$ cat config.mk
export PLATFORM = sky130hd
export DESIGN_NAME = mux_display_controller
export DESIGN_NICKNAME = d
export VERILOG_FILES = /design/src/rtl/mux_display_controller.sv
export SDC_FILE = /design/constraint.sdc
export NUM_CORES = 1
export LEC_CHECK = 0
export CAP_MARGIN = 20
export CORE_ASPECT_RATIO = 0.6
export CORE_MARGIN = 2
export CORE_UTILIZATION = 59
export CTS_CLUSTER_DIAMETER = 120
export DETAILED_ROUTE_END_ITERATION = 6
export PLACE_DENSITY = 0.84
export SLEW_MARGIN = 15
export SYNTH_ARGS = -nofsm -noshare
export SYNTH_HDL_FRONTEND = slang
export SYNTH_SLANG_ARGS = --single-unit
$ cat constraint.sdc
create_clock -name clk -period 4 [get_ports clk]
set_input_delay 1 -clock clk [delete_from_list [all_inputs] [get_ports clk]]
set_output_delay 1 -clock clk [all_outputs]
set_load 0.005 [all_outputs]
$ cat src/rtl/mux_display_controller.sv
// mux_display_controller: time-multiplexed 7-segment scanner with double-buffered loads, PWM brightness, blink and leading-zero blanking
// Ports: clk/reset_n (async active-low); digits_in + load -> load_ack (pulse when new digits go live);
//        brightness, blink_mask, lz_blank_en (live controls); enable_sel (active-low, digit i on bit NUM_DIGITS-1-i);
//        seg (active-low {g,f,e,d,c,b,a}); frame_start (pulse per scan frame)
module mux_display_controller #(
  parameter int NUM_DIGITS   = 5,
  parameter int REFRESH_DIV  = 8192,
  parameter int BRIGHT_W     = 3,
  parameter int BLINK_FRAMES = 32
) (
  input  logic                    clk,
  input  logic                    reset_n,
  input  logic [4*NUM_DIGITS-1:0] digits_in,
  input  logic                    load,
  output logic                    load_ack,
  input  logic [BRIGHT_W-1:0]     brightness,
  input  logic [NUM_DIGITS-1:0]   blink_mask,
  input  logic                    lz_blank_en,
  output logic [NUM_DIGITS-1:0]   enable_sel,
  output logic [6:0]              seg,
  output logic                    frame_start
);
  localparam int PS_W  = $clog2(REFRESH_DIV);
  localparam int IDX_W = $clog2(NUM_DIGITS);
  localparam int BL_W  = BLINK_FRAMES > 1 ? $clog2(BLINK_FRAMES) : 1;
  logic [PS_W-1:0]         prescale_q;
  logic [IDX_W-1:0]        idx_q;
  logic [BL_W-1:0]         blink_cnt_q;
  logic                    blink_phase_q, pending_q, load_ack_q, frame_start_q;
  logic [4*NUM_DIGITS-1:0] display_q, staging_q;
  logic [NUM_DIGITS-1:0]   enable_sel_q, enable_sel_d, lz_mask;
  logic [6:0]              seg_q, seg_d, hex_seg;
  logic                    boundary, lit, zero_run;
  logic [3:0]              cur;
  assign boundary    = idx_q == '0 && prescale_q == '0;
  assign cur         = display_q[{idx_q, 2'b00} +: 4];
  assign load_ack    = load_ack_q;
  assign frame_start = frame_start_q;
  assign enable_sel  = enable_sel_q;
  assign seg         = seg_q;
  // lz_mask[d]: digits 0..d are all zero; the last digit is never included
  always_comb begin
    lz_mask  = '0;
    zero_run = 1'b1;
    for (int d = 0; d < NUM_DIGITS - 1; d++) begin
      zero_run   = zero_run && display_q[4*d +: 4] == 4'h0;
      lz_mask[d] = zero_run;
    end
  end
  // prescale 0 is the anti-ghosting guard; the top BRIGHT_W bits of prescale set the PWM window
  always_comb begin
    lit = prescale_q != '0 && prescale_q[PS_W-1 -: BRIGHT_W] <= brightness &&
          !(blink_mask[idx_q] && !blink_phase_q) && !(lz_blank_en && lz_mask[idx_q]);
    enable_sel_d = '1;
    enable_sel_d[NUM_DIGITS-1-int'(idx_q)] = !lit;
    seg_d = lit ? hex_seg : 7'h7F;
  end
  always_comb begin
    case (cur)
      4'h0: hex_seg = 7'b1000000;
      4'h1: hex_seg = 7'b1111001;
      4'h2: hex_seg = 7'b0100100;
      4'h3: hex_seg = 7'b0110000;
      4'h4: hex_seg = 7'b0011001;
      4'h5: hex_seg = 7'b0010010;
      4'h6: hex_seg = 7'b0000010;
      4'h7: hex_seg = 7'b1111000;
      4'h8: hex_seg = 7'b0000000;
      4'h9: hex_seg = 7'b0010000;
      4'hA: hex_seg = 7'b0001000;
      4'hB: hex_seg = 7'b0000011;
      4'hC: hex_seg = 7'b1000110;
      4'hD: hex_seg = 7'b0100001;
      4'hE: hex_seg = 7'b0000110;
      default: hex_seg = 7'b0001110;
    endcase
  end
  always_ff @(posedge clk or negedge reset_n) begin
    if (!reset_n) begin
      prescale_q    <= '0;
      idx_q         <= '0;
      blink_cnt_q   <= '0;
      blink_phase_q <= 1'b1;
      pending_q     <= 1'b0;
      display_q     <= '0;
      staging_q     <= '0;
      load_ack_q    <= 1'b0;
      frame_start_q <= 1'b0;
      enable_sel_q  <= '1;
      seg_q         <= 7'h7F;
    end else begin
      prescale_q <= prescale_q + 1'b1;
      if (prescale_q == '1)
        idx_q <= idx_q == IDX_W'(NUM_DIGITS - 1) ? '0 : idx_q + 1'b1;
      if (boundary) begin
        blink_cnt_q <= blink_cnt_q == BL_W'(BLINK_FRAMES - 1) ? '0 : blink_cnt_q + 1'b1;
        if (blink_cnt_q == BL_W'(BLINK_FRAMES - 1))
          blink_phase_q <= !blink_phase_q;
      end
      if (load)
        staging_q <= digits_in;
      // a load on the boundary cycle keeps pending set for the next frame
      pending_q <= load || (pending_q && !boundary);
      if (boundary && pending_q)
        display_q <= staging_q;
      load_ack_q    <= boundary && pending_q;
      frame_start_q <= boundary;
      enable_sel_q  <= enable_sel_d;
      seg_q         <= seg_d;
    end
  end
endmodule

==> qor.tcl, run 1 <==
set qor(crit_type) {input port to register}
set qor(setup-violations-final) 0
set qor(antenna_found_initial) 0
set qor(detail_route.vias_per_cell) 5.51
set qor(drt_pre_antenna_iters) 4
set qor(crit_path_max_incr_delay_ns) 0.51
set qor(htree_num_levels) 3
set qor(critPathRequiredTime_ns) 4.26
set qor(post_route_cells_drive_above_1_share_pct) 17.0
set qor(final.min_clock_period_ns) 2.81
set qor(layout.core_utilization_pct) 72.1
set qor(crit_buf_inv) 2
set qor(status) {complete, no violations}
set qor(post_cts_setup_buffer_count) 0
set qor(setup.worst_path.end_class) {register}
set qor(cts_made_buffers) 9
set qor(relSlewSlack_pct) 38.6
set qor(timing.clock.skew_ns) 0.00663
set qor(post_synth_inst_count) 300
set qor(die-width_um) 105
set qor(detailroute.via_count) 2406
set qor(cts_tree) {done}
set qor(vert_die_dim_um) 64.8
set qor(placedCellCount) 421
set qor(grt_util_all_layers_pct) 20.8
set qor(fin_cells) 437
set qor(setup.worst_path.start) {brightness[1]}
set qor(die-area_um2) 6830
set qor(antenna_violating_nets_post_route) 0
set qor(holdCritPathClass) {register to register}
set qor(finalCritPeriodShare_pct) 70.3
set qor(ys_seq_elements) 77
set qor(r2r_slack_ns) 1.25
set qor(cp.arrival_ns) 3.07
set qor(dominantRegCellSynth) {sky130_fd_sc_hd__dfrtp_1}
set qor(vdd.ir_drop.worst_mv) 0.241
set qor(ctsHoldBuffers) 0
set qor(worst_slew_pin_slew_ns) 0.919
set qor(cts_resized) 0
set qor(numPortBuffers) 45
set qor(chain_of_cells_forming_the_critical_path) {clkdlybuf4s50_1 -> inv_1 -> ha_1 -> nor2b_1 -> o21ai_0 -> a32oi_1 -> nor4b_4 -> and2_1 -> nand4_1}
set qor(unrepaired_setup_endpoints_after_global_routing) {no}
set qor(synth_nets) 349
set qor(layout_common_cells) {sky130_fd_sc_hd__dfrtp_1, sky130_fd_sc_hd__clkdlybuf4s50_1, sky130_fd_sc_hd__nand2_1}
set qor(place.gp.congestion) 0.775
set qor(wl_per_cell_um) 14.7
set qor(netlist_area_um2) 3640
set qor(critPathTopFamily) {simple AND/OR/NAND/NOR gates}
set qor(drcViolationCount) 0
set qor(num_rows) 22
set qor(clock_tree.buffer_depth) 2
set qor(power_density_nw_per_um2) 360
set qor(final_common_cell) {sky130_fd_sc_hd__dfrtp_1}
set qor(slowest_stage) {sky130_fd_sc_hd__nor4b_4}
set qor(num_io_pins) 46
set qor(maxCapViolCount) 0
set qor(clock-root-buffer) {sky130_fd_sc_hd__clkbuf_8}
set qor(half_perimeter_wire_length_after_placement_mm) 4.65
set qor(design.core.area_um2) 6030
set qor(total_negative_slack_ns) 0
set qor(cts.sinks) 77
set qor(fmax_mhz) 355
set qor(power.leakage_nw) 1.93
set qor(clkTransAtPathRegs_ns) 0.08
set qor(syn_to_layout_area_delta_pct) 19.6
set qor(final_nets) 397
set qor(worstSetupStartpointType) {input port}
set qor(finalWirelength_mm) 6.41
set qor(postSynth.asyncResetShare_pct) 100
set qor(num_antenna_cells) 0
set qor(report.final.hold_viol_count) 0
set qor(first_global_vias) 2261
set qor(globalRouteOverflowTotal) 0
set qor(insertion_delay_ns) 0.35
set qor(reg2reg_from) {idx_q[0]$_DFFE_PN0N_}
set qor(grt_pass1_wl_mm) 10.8
set qor(synth-edff-count) 0
set qor(seq_area_frac_synth_pct) 53.4
set qor(detailedRoute.firstIterationViolations) 100
set qor(yosys_warnings) 0
set qor(yosys.cell_types.count) 49
set qor(critPathMaxFanout) 9
set qor(syn_avg_cell_area_um2) 12.1
set qor(initial_core_util_pct) 60.3
set qor(grt_max_degree) 78
set qor(slew_violations) 0
set qor(min-delay-start) {staging_q[8]$_DFFE_PN0P_}
## flip-flops by register name, summed over array words and instances, names as in the netlist
name	flops
display_q	20
staging_q	20
prescale_q	13
seg	7
blink_cnt_q	5
enable_sel	5
idx_q	3
blink_phase_q	1
frame_start	1
load_ack	1
pending_q	1
## metrics by stage
stage	hold slack, ns	cell area (µm²)	power (mW)	setup slack (ns)
after CTS	0.489	4350	1.59	1.22
after floorplan	0.445	3640	0.904	1.53
after global routing	0.506	4350	1.64	1.04
after detailed placement	0.472	4140	0.979	0.867
after global placement	0.457	4140	0.974	0.907
final	0.477	4350	1.57	1.19
## worst paths after layout
path | endpoint | cells after the start
setup / recovery | enable_sel[3]$_DFF_PN1_ | 9
hold / removal | display_q[8]$_DFFE_PN0P_ | 1
setup reg to reg | display_q[0]$_DFFE_PN0P_ | 6
hold reg to reg | display_q[8]$_DFFE_PN0P_ | 1
max in group asynchronous | blink_cnt_q[3]$_DFFE_PN0P_ | 2
min in group asynchronous | staging_q[3]$_DFFE_PN0P_ | 2
## where the power goes
part           switching [mW]  leakage [nW]  total [mW]  internal (mW)
clock                   0.269         0.112       0.605          0.336
sequential             0.0176         0.950       0.836          0.818
combinational          0.0519         0.863       0.127         0.0749
## Yosys cell counts, types with 2 or more instances
master,instances,area [µm²]
sky130_fd_sc_hd__dfrtp_1,64,1600
sky130_fd_sc_hd__nand2_1,23,86.3
sky130_fd_sc_hd__mux2_1,20,225
sky130_fd_sc_hd__mux2_2,20,225
sky130_fd_sc_hd__ha_1,17,213
sky130_fd_sc_hd__nor2_1,15,56.3
sky130_fd_sc_hd__dfstp_2,13,342
sky130_fd_sc_hd__inv_1,13,48.8
sky130_fd_sc_hd__nand3_1,12,60.1
sky130_fd_sc_hd__xnor2_1,9,78.8
sky130_fd_sc_hd__o21ai_0,8,40.0
sky130_fd_sc_hd__mux2i_1,7,70.1
sky130_fd_sc_hd__nor4_1,6,37.5
sky130_fd_sc_hd__and3_1,5,31.3
sky130_fd_sc_hd__buf_2,5,25.0
sky130_fd_sc_hd__nor3_1,5,25.0
sky130_fd_sc_hd__a21oi_1,4,20.0
sky130_fd_sc_hd__nand2b_1,4,25.0
sky130_fd_sc_hd__nand3b_1,4,30.0
sky130_fd_sc_hd__nand4_1,4,25.0
sky130_fd_sc_hd__xor2_1,3,26.3
sky130_fd_sc_hd__a21o_1,2,15.0
sky130_fd_sc_hd__a22o_1,2,17.5
sky130_fd_sc_hd__and2_1,2,12.5
sky130_fd_sc_hd__and4_1,2,17.5
sky130_fd_sc_hd__buf_6,2,22.5
sky130_fd_sc_hd__clkbuf_1,2,7.51
sky130_fd_sc_hd__inv_2,2,7.51
sky130_fd_sc_hd__mux4_2,2,45.0
sky130_fd_sc_hd__nor2b_1,2,12.5
sky130_fd_sc_hd__o21ai_1,2,10.0
sky130_fd_sc_hd__o311ai_1,2,17.5
## kinds of logic (layout without fill, tap and decap cells)
family          after synthesis  in the layout  share of synthesized area, %
mux                          49             49                          15.6
simple gates                 92             92                          13.8
flops                        77             77                          53.4
fa+ha+maj                    17             17                          5.85
compound gates               29             29                          5.40
xor+xnor                     12             12                          2.89
buf+inv                      24             77                          3.06
## cell type report
| cell class | count | area (µm²) |
|---|---|---|
| Clock buffer | 12 | 165 |
| Clock inverter | 4 | 45.0 |
| Fill cell | 433 | 1680 |
| Inverter | 15 | 56.3 |
| Multi-Input combinational cell | 199 | 1580 |
| Sequential cell | 77 | 1940 |
| Tap cell | 84 | 105 |
| Timing Repair Buffer | 46 | 453 |
## routing by layer
layer	global-route usage (%)	part of all wire (%)	up-vias
met3	8.15	7.0	8
li1	-	-	1158
met4	5.83	1.1	0
met1	29.4	50	1167
met5	0	0	-
met2	29.8	42	73
## worst reg2reg max path, cell delays in order (launching register included)
cell and delay [ns]:
sky130_fd_sc_hd__dfrtp_1 0.72, sky130_fd_sc_hd__inv_2 0.14, sky130_fd_sc_hd__ha_1 0.26, sky130_fd_sc_hd__ha_1 0.21
sky130_fd_sc_hd__and4_1 0.23, sky130_fd_sc_hd__nand2_1 0.67, sky130_fd_sc_hd__mux2_1 0.40
Note: power is estimated with default switching activity, not from simulation.
==> run 2, diff against run 1 <==
--- a/config.mk
+++ b/config.mk
@@ -8,10 +8,10 @@
 export CAP_MARGIN = 20
 export CORE_ASPECT_RATIO = 0.6
 export CORE_MARGIN = 2
-export CORE_UTILIZATION = 59
+export CORE_UTILIZATION = 55
 export CTS_CLUSTER_DIAMETER = 120
 export DETAILED_ROUTE_END_ITERATION = 6
-export PLACE_DENSITY = 0.84
+export PLACE_DENSITY = 0.79
 export SLEW_MARGIN = 15
 export SYNTH_ARGS = -nofsm -noshare
 export SYNTH_HDL_FRONTEND = slang
==> constraint.sdc (replaced) <==
create_clock -name clk -period 2.9 [get_ports clk]
set_input_delay 0.725 -clock clk [delete_from_list [all_inputs] [get_ports clk]]
set_output_delay 0.725 -clock clk [all_outputs]
set_load 0.005 [all_outputs]
==> run 2 against run 1 <==
  * Final cell count grew 1.6%
  * Worst setup slack lost 0.72 ns
  * First-iteration DRC count up 19%
  * Sequential cell count unchanged
  * Largest power group unchanged
  * Clock power increased by 33%
  * Largest cell class unchanged
==> qor.tcl, run 2 (same netlist as run 1, synthesis figures left out) <==
set qor(crit_path_max_incr_delay_ns) 0.73 ;# +0.22 ns
set qor(cts.sinks) 77 ;# unchanged
set qor(crit_type) {register to register}
set qor(sequential_cell_area_um2) 1940 ;# unchanged
set qor(numPortBuffers) 45 ;# unchanged
set qor(vert_die_dim_um) 67.0 ;# +3.3%
set qor(num_rows) 22 ;# unchanged
set qor(critPathRequiredTime_ns) 3.16 ;# -1.10 ns
set qor(syn_to_layout_area_delta_pct) 21.1
set qor(htree_num_levels) 3 ;# unchanged
set qor(vdd.ir_drop.worst_mv) 0.319 ;# +32%
set qor(setup-violations-final) 0 ;# unchanged
set qor(half_perimeter_wire_length_after_placement_mm) 4.86 ;# +4.6%
set qor(detailedRoute.firstIterationViolations) 119 ;# +19%
set qor(grt_max_degree) 36 ;# -54%
set qor(multiInputGateArea_um2) 1580 ;# unchanged
set qor(slowest_stage) {sky130_fd_sc_hd__dfrtp_1}
set qor(clkTransAtPathRegs_ns) 0.08 ;# about the same
set qor(fmax_mhz) 411
set qor(critPathTopFamily) {flip-flops}
set qor(worst_slew_pin_slew_ns) 0.659 ;# -0.259 ns
set qor(final_nets) 404 ;# +1.8%
set qor(drt_pre_antenna_iters) 4 ;# unchanged
set qor(clock_tree.buffer_depth) 2 ;# unchanged
set qor(post_cts_setup_buffer_count) 0 ;# unchanged
set qor(largestRegisters) {display_q (20), staging_q (20), prescale_q (13)}
set qor(worstSetupStartpointType) {register}
set qor(power_density_nw_per_um2) 486 ;# +35%
set qor(grt_pass1_wl_mm) 11.5 ;# +6.4%
set qor(grt_util_all_layers_pct) 21.3 ;# +0.51 points
set qor(fillers) 475 ;# +9.7%
set qor(total_negative_slack_ns) 0 ;# unchanged
set qor(rr_worst_depth) 7 ;# +1
set qor(cts_resized) 0 ;# unchanged
set qor(die-area_um2) 7300 ;# +6.9%
set qor(design.core.area_um2) 6250 ;# +3.7%
set qor(relSlewSlack_pct) 56.0 ;# +17 points
set qor(slew_violations) 0 ;# unchanged
set qor(clock-root-buffer) {sky130_fd_sc_hd__clkbuf_8}
set qor(finalCritPeriodShare_pct) 83.9
set qor(post_route_cells_drive_above_1_share_pct) 18.6 ;# +1.6 points
set qor(cts_tree) {done}
set qor(final_common_cell) {sky130_fd_sc_hd__dfrtp_1}
set qor(globalRouteOverflowTotal) 0 ;# unchanged
set qor(fin_cells) 444 ;# +1.6%
set qor(detail_route.vias_per_cell) 5.43 ;# -1.3%
set qor(place.gp.congestion) 0.831 ;# +7.2%
set qor(placedCellCount) 428 ;# +1.7%
set qor(layout_common_cells) {sky130_fd_sc_hd__dfrtp_1, sky130_fd_sc_hd__clkdlybuf4s50_1, sky130_fd_sc_hd__nand2_1}
set qor(num_io_pins) 46 ;# unchanged
set qor(num_antenna_cells) 0 ;# unchanged
set qor(cp.arrival_ns) 2.69 ;# -0.38 ns
set qor(finalWirelength_mm) 6.59 ;# +2.8%
set qor(ctsHoldBuffers) 0 ;# unchanged
set qor(report.final.hold_viol_count) 0 ;# unchanged
set qor(power.leakage_nw) 1.94 ;# +1.0%
set qor(unrepaired_setup_endpoints_after_global_routing) {no}
set qor(crit_buf_inv) 1 ;# -1
set qor(drcViolationCount) 0 ;# unchanged
set qor(cts_made_buffers) 9 ;# unchanged
set qor(antenna_violating_nets_post_route) 0 ;# unchanged
set qor(critPathMaxFanout) 14 ;# +5
set qor(holdCritPathClass) {input port to async pin}
set qor(worstSetupPathDepth) 7 ;# -2
set qor(antenna_found_initial) 0 ;# unchanged
set qor(die-width_um) 109 ;# +3.4%
set qor(maxCapViolCount) 0 ;# unchanged
set qor(timing.clock.skew_ns) 0.00969 ;# +0.00306 ns
set qor(final.min_clock_period_ns) 2.43
set qor(initial_core_util_pct) 58.2 ;# -2.1 points
set qor(insertion_delay_ns) 0.35 ;# about the same
set qor(r2r_slack_ns) 0.47 ;# -0.78 ns
set qor(wl_per_cell_um) 14.8 ;# +1.2%
set qor(first_global_vias) 2333 ;# +3.2%
set qor(detailroute.via_count) 2413 ;# +0.29%
set qor(chain_of_cells_forming_the_critical_path) {mux4_2 -> a22o_1 -> ha_1 -> inv_1 -> nor2_1 -> o21ai_0 -> nand3_1}
set qor(status) {complete, no violations}
set qor(setup.worst_path.end_class) {register}
-- run 2: cell count changes in the layout (fill, tap and decap cells not counted), sizes merged --
cell | previous run | this run
buf | 2 | 9
clkbuf | 12 | 10
clkinv | 3 | 2
clkinvlp | 0 | 3
-- run 2: worst reg2reg max path, stage by stage (launching register included) --
cell                      delay [ns]
sky130_fd_sc_hd__dfrtp_1        0.73
sky130_fd_sc_hd__mux4_2         0.60
sky130_fd_sc_hd__a22o_1         0.28
sky130_fd_sc_hd__ha_1           0.22
sky130_fd_sc_hd__inv_1          0.08
sky130_fd_sc_hd__nor2_1         0.07
sky130_fd_sc_hd__o21ai_0        0.25
sky130_fd_sc_hd__nand3_1        0.13
-- run 2: metal layers --
| layer | GRT usage, % | up-vias | wire length, µm | share of wire (%) |
|---|---|---|---|---|
| met5 | 0 | - | 0 | 0 |
| met3 | 6.56 | 7 | 442 | 6.7 |
| met4 | 7.21 | 0 | 71 | 1.1 |
| li1 | - | 1173 | - | - |
| met1 | 31.3 | 1162 | 3380 | 51 |
| met2 | 29.7 | 71 | 2700 | 41 |
-- run 2: worst paths after layout --
kind	endpoint	startpoint
max in group asynchronous	seg[5]$_DFF_PN1_	reset_n
worst min register to register	display_q[16]$_DFFE_PN0P_	staging_q[16]$_DFFE_PN0P_
worst max-delay path	seg[5]$_DFF_PN1_	idx_q[0]$_DFFE_PN0N_
min in group clk	display_q[16]$_DFFE_PN0P_	staging_q[16]$_DFFE_PN0P_
worst min-delay path	staging_q[5]$_DFFE_PN0P_	reset_n
worst max register to register	seg[5]$_DFF_PN1_	idx_q[0]$_DFFE_PN0N_
-- run 2: final cells by class --
class / count / area share (%)
clock buffer: 10 / 3.13
sequential: 77 / 44.1
multi-input combinational: 199 / 35.9
timing repair buffer: 53 / 11.8
inverter: 15 / 1.28
clock inverter: 6 / 1.42
tap: 84 / 2.39
-- run 2: report_power, final --
group,internal [mW],switching (mW)
registers,1.13,0.0244
clock network,0.417,0.387
logic,0.109,0.0740
total,1.65,0.485
-- run 2: per-stage QoR --
step / total power [mW] / hold WS, ns / setup WS, ns / util [%] / cell area (µm²)
detailed placement: 1.36 / 0.474 / 0.286 / 67.3 / 4200
global placement: 1.35 / 0.458 / 0.311 / 67.3 / 4200
CTS: 2.17 / 0.407 / 0.487 / 70.5 / 4400
floorplan: 1.25 / 0.429 / 0.701 / - / 3640
global route: 2.24 / 0.427 / 0.310 / 70.5 / 4400
finish: 2.14 / 0.398 / 0.467 / 70.5 / 4400
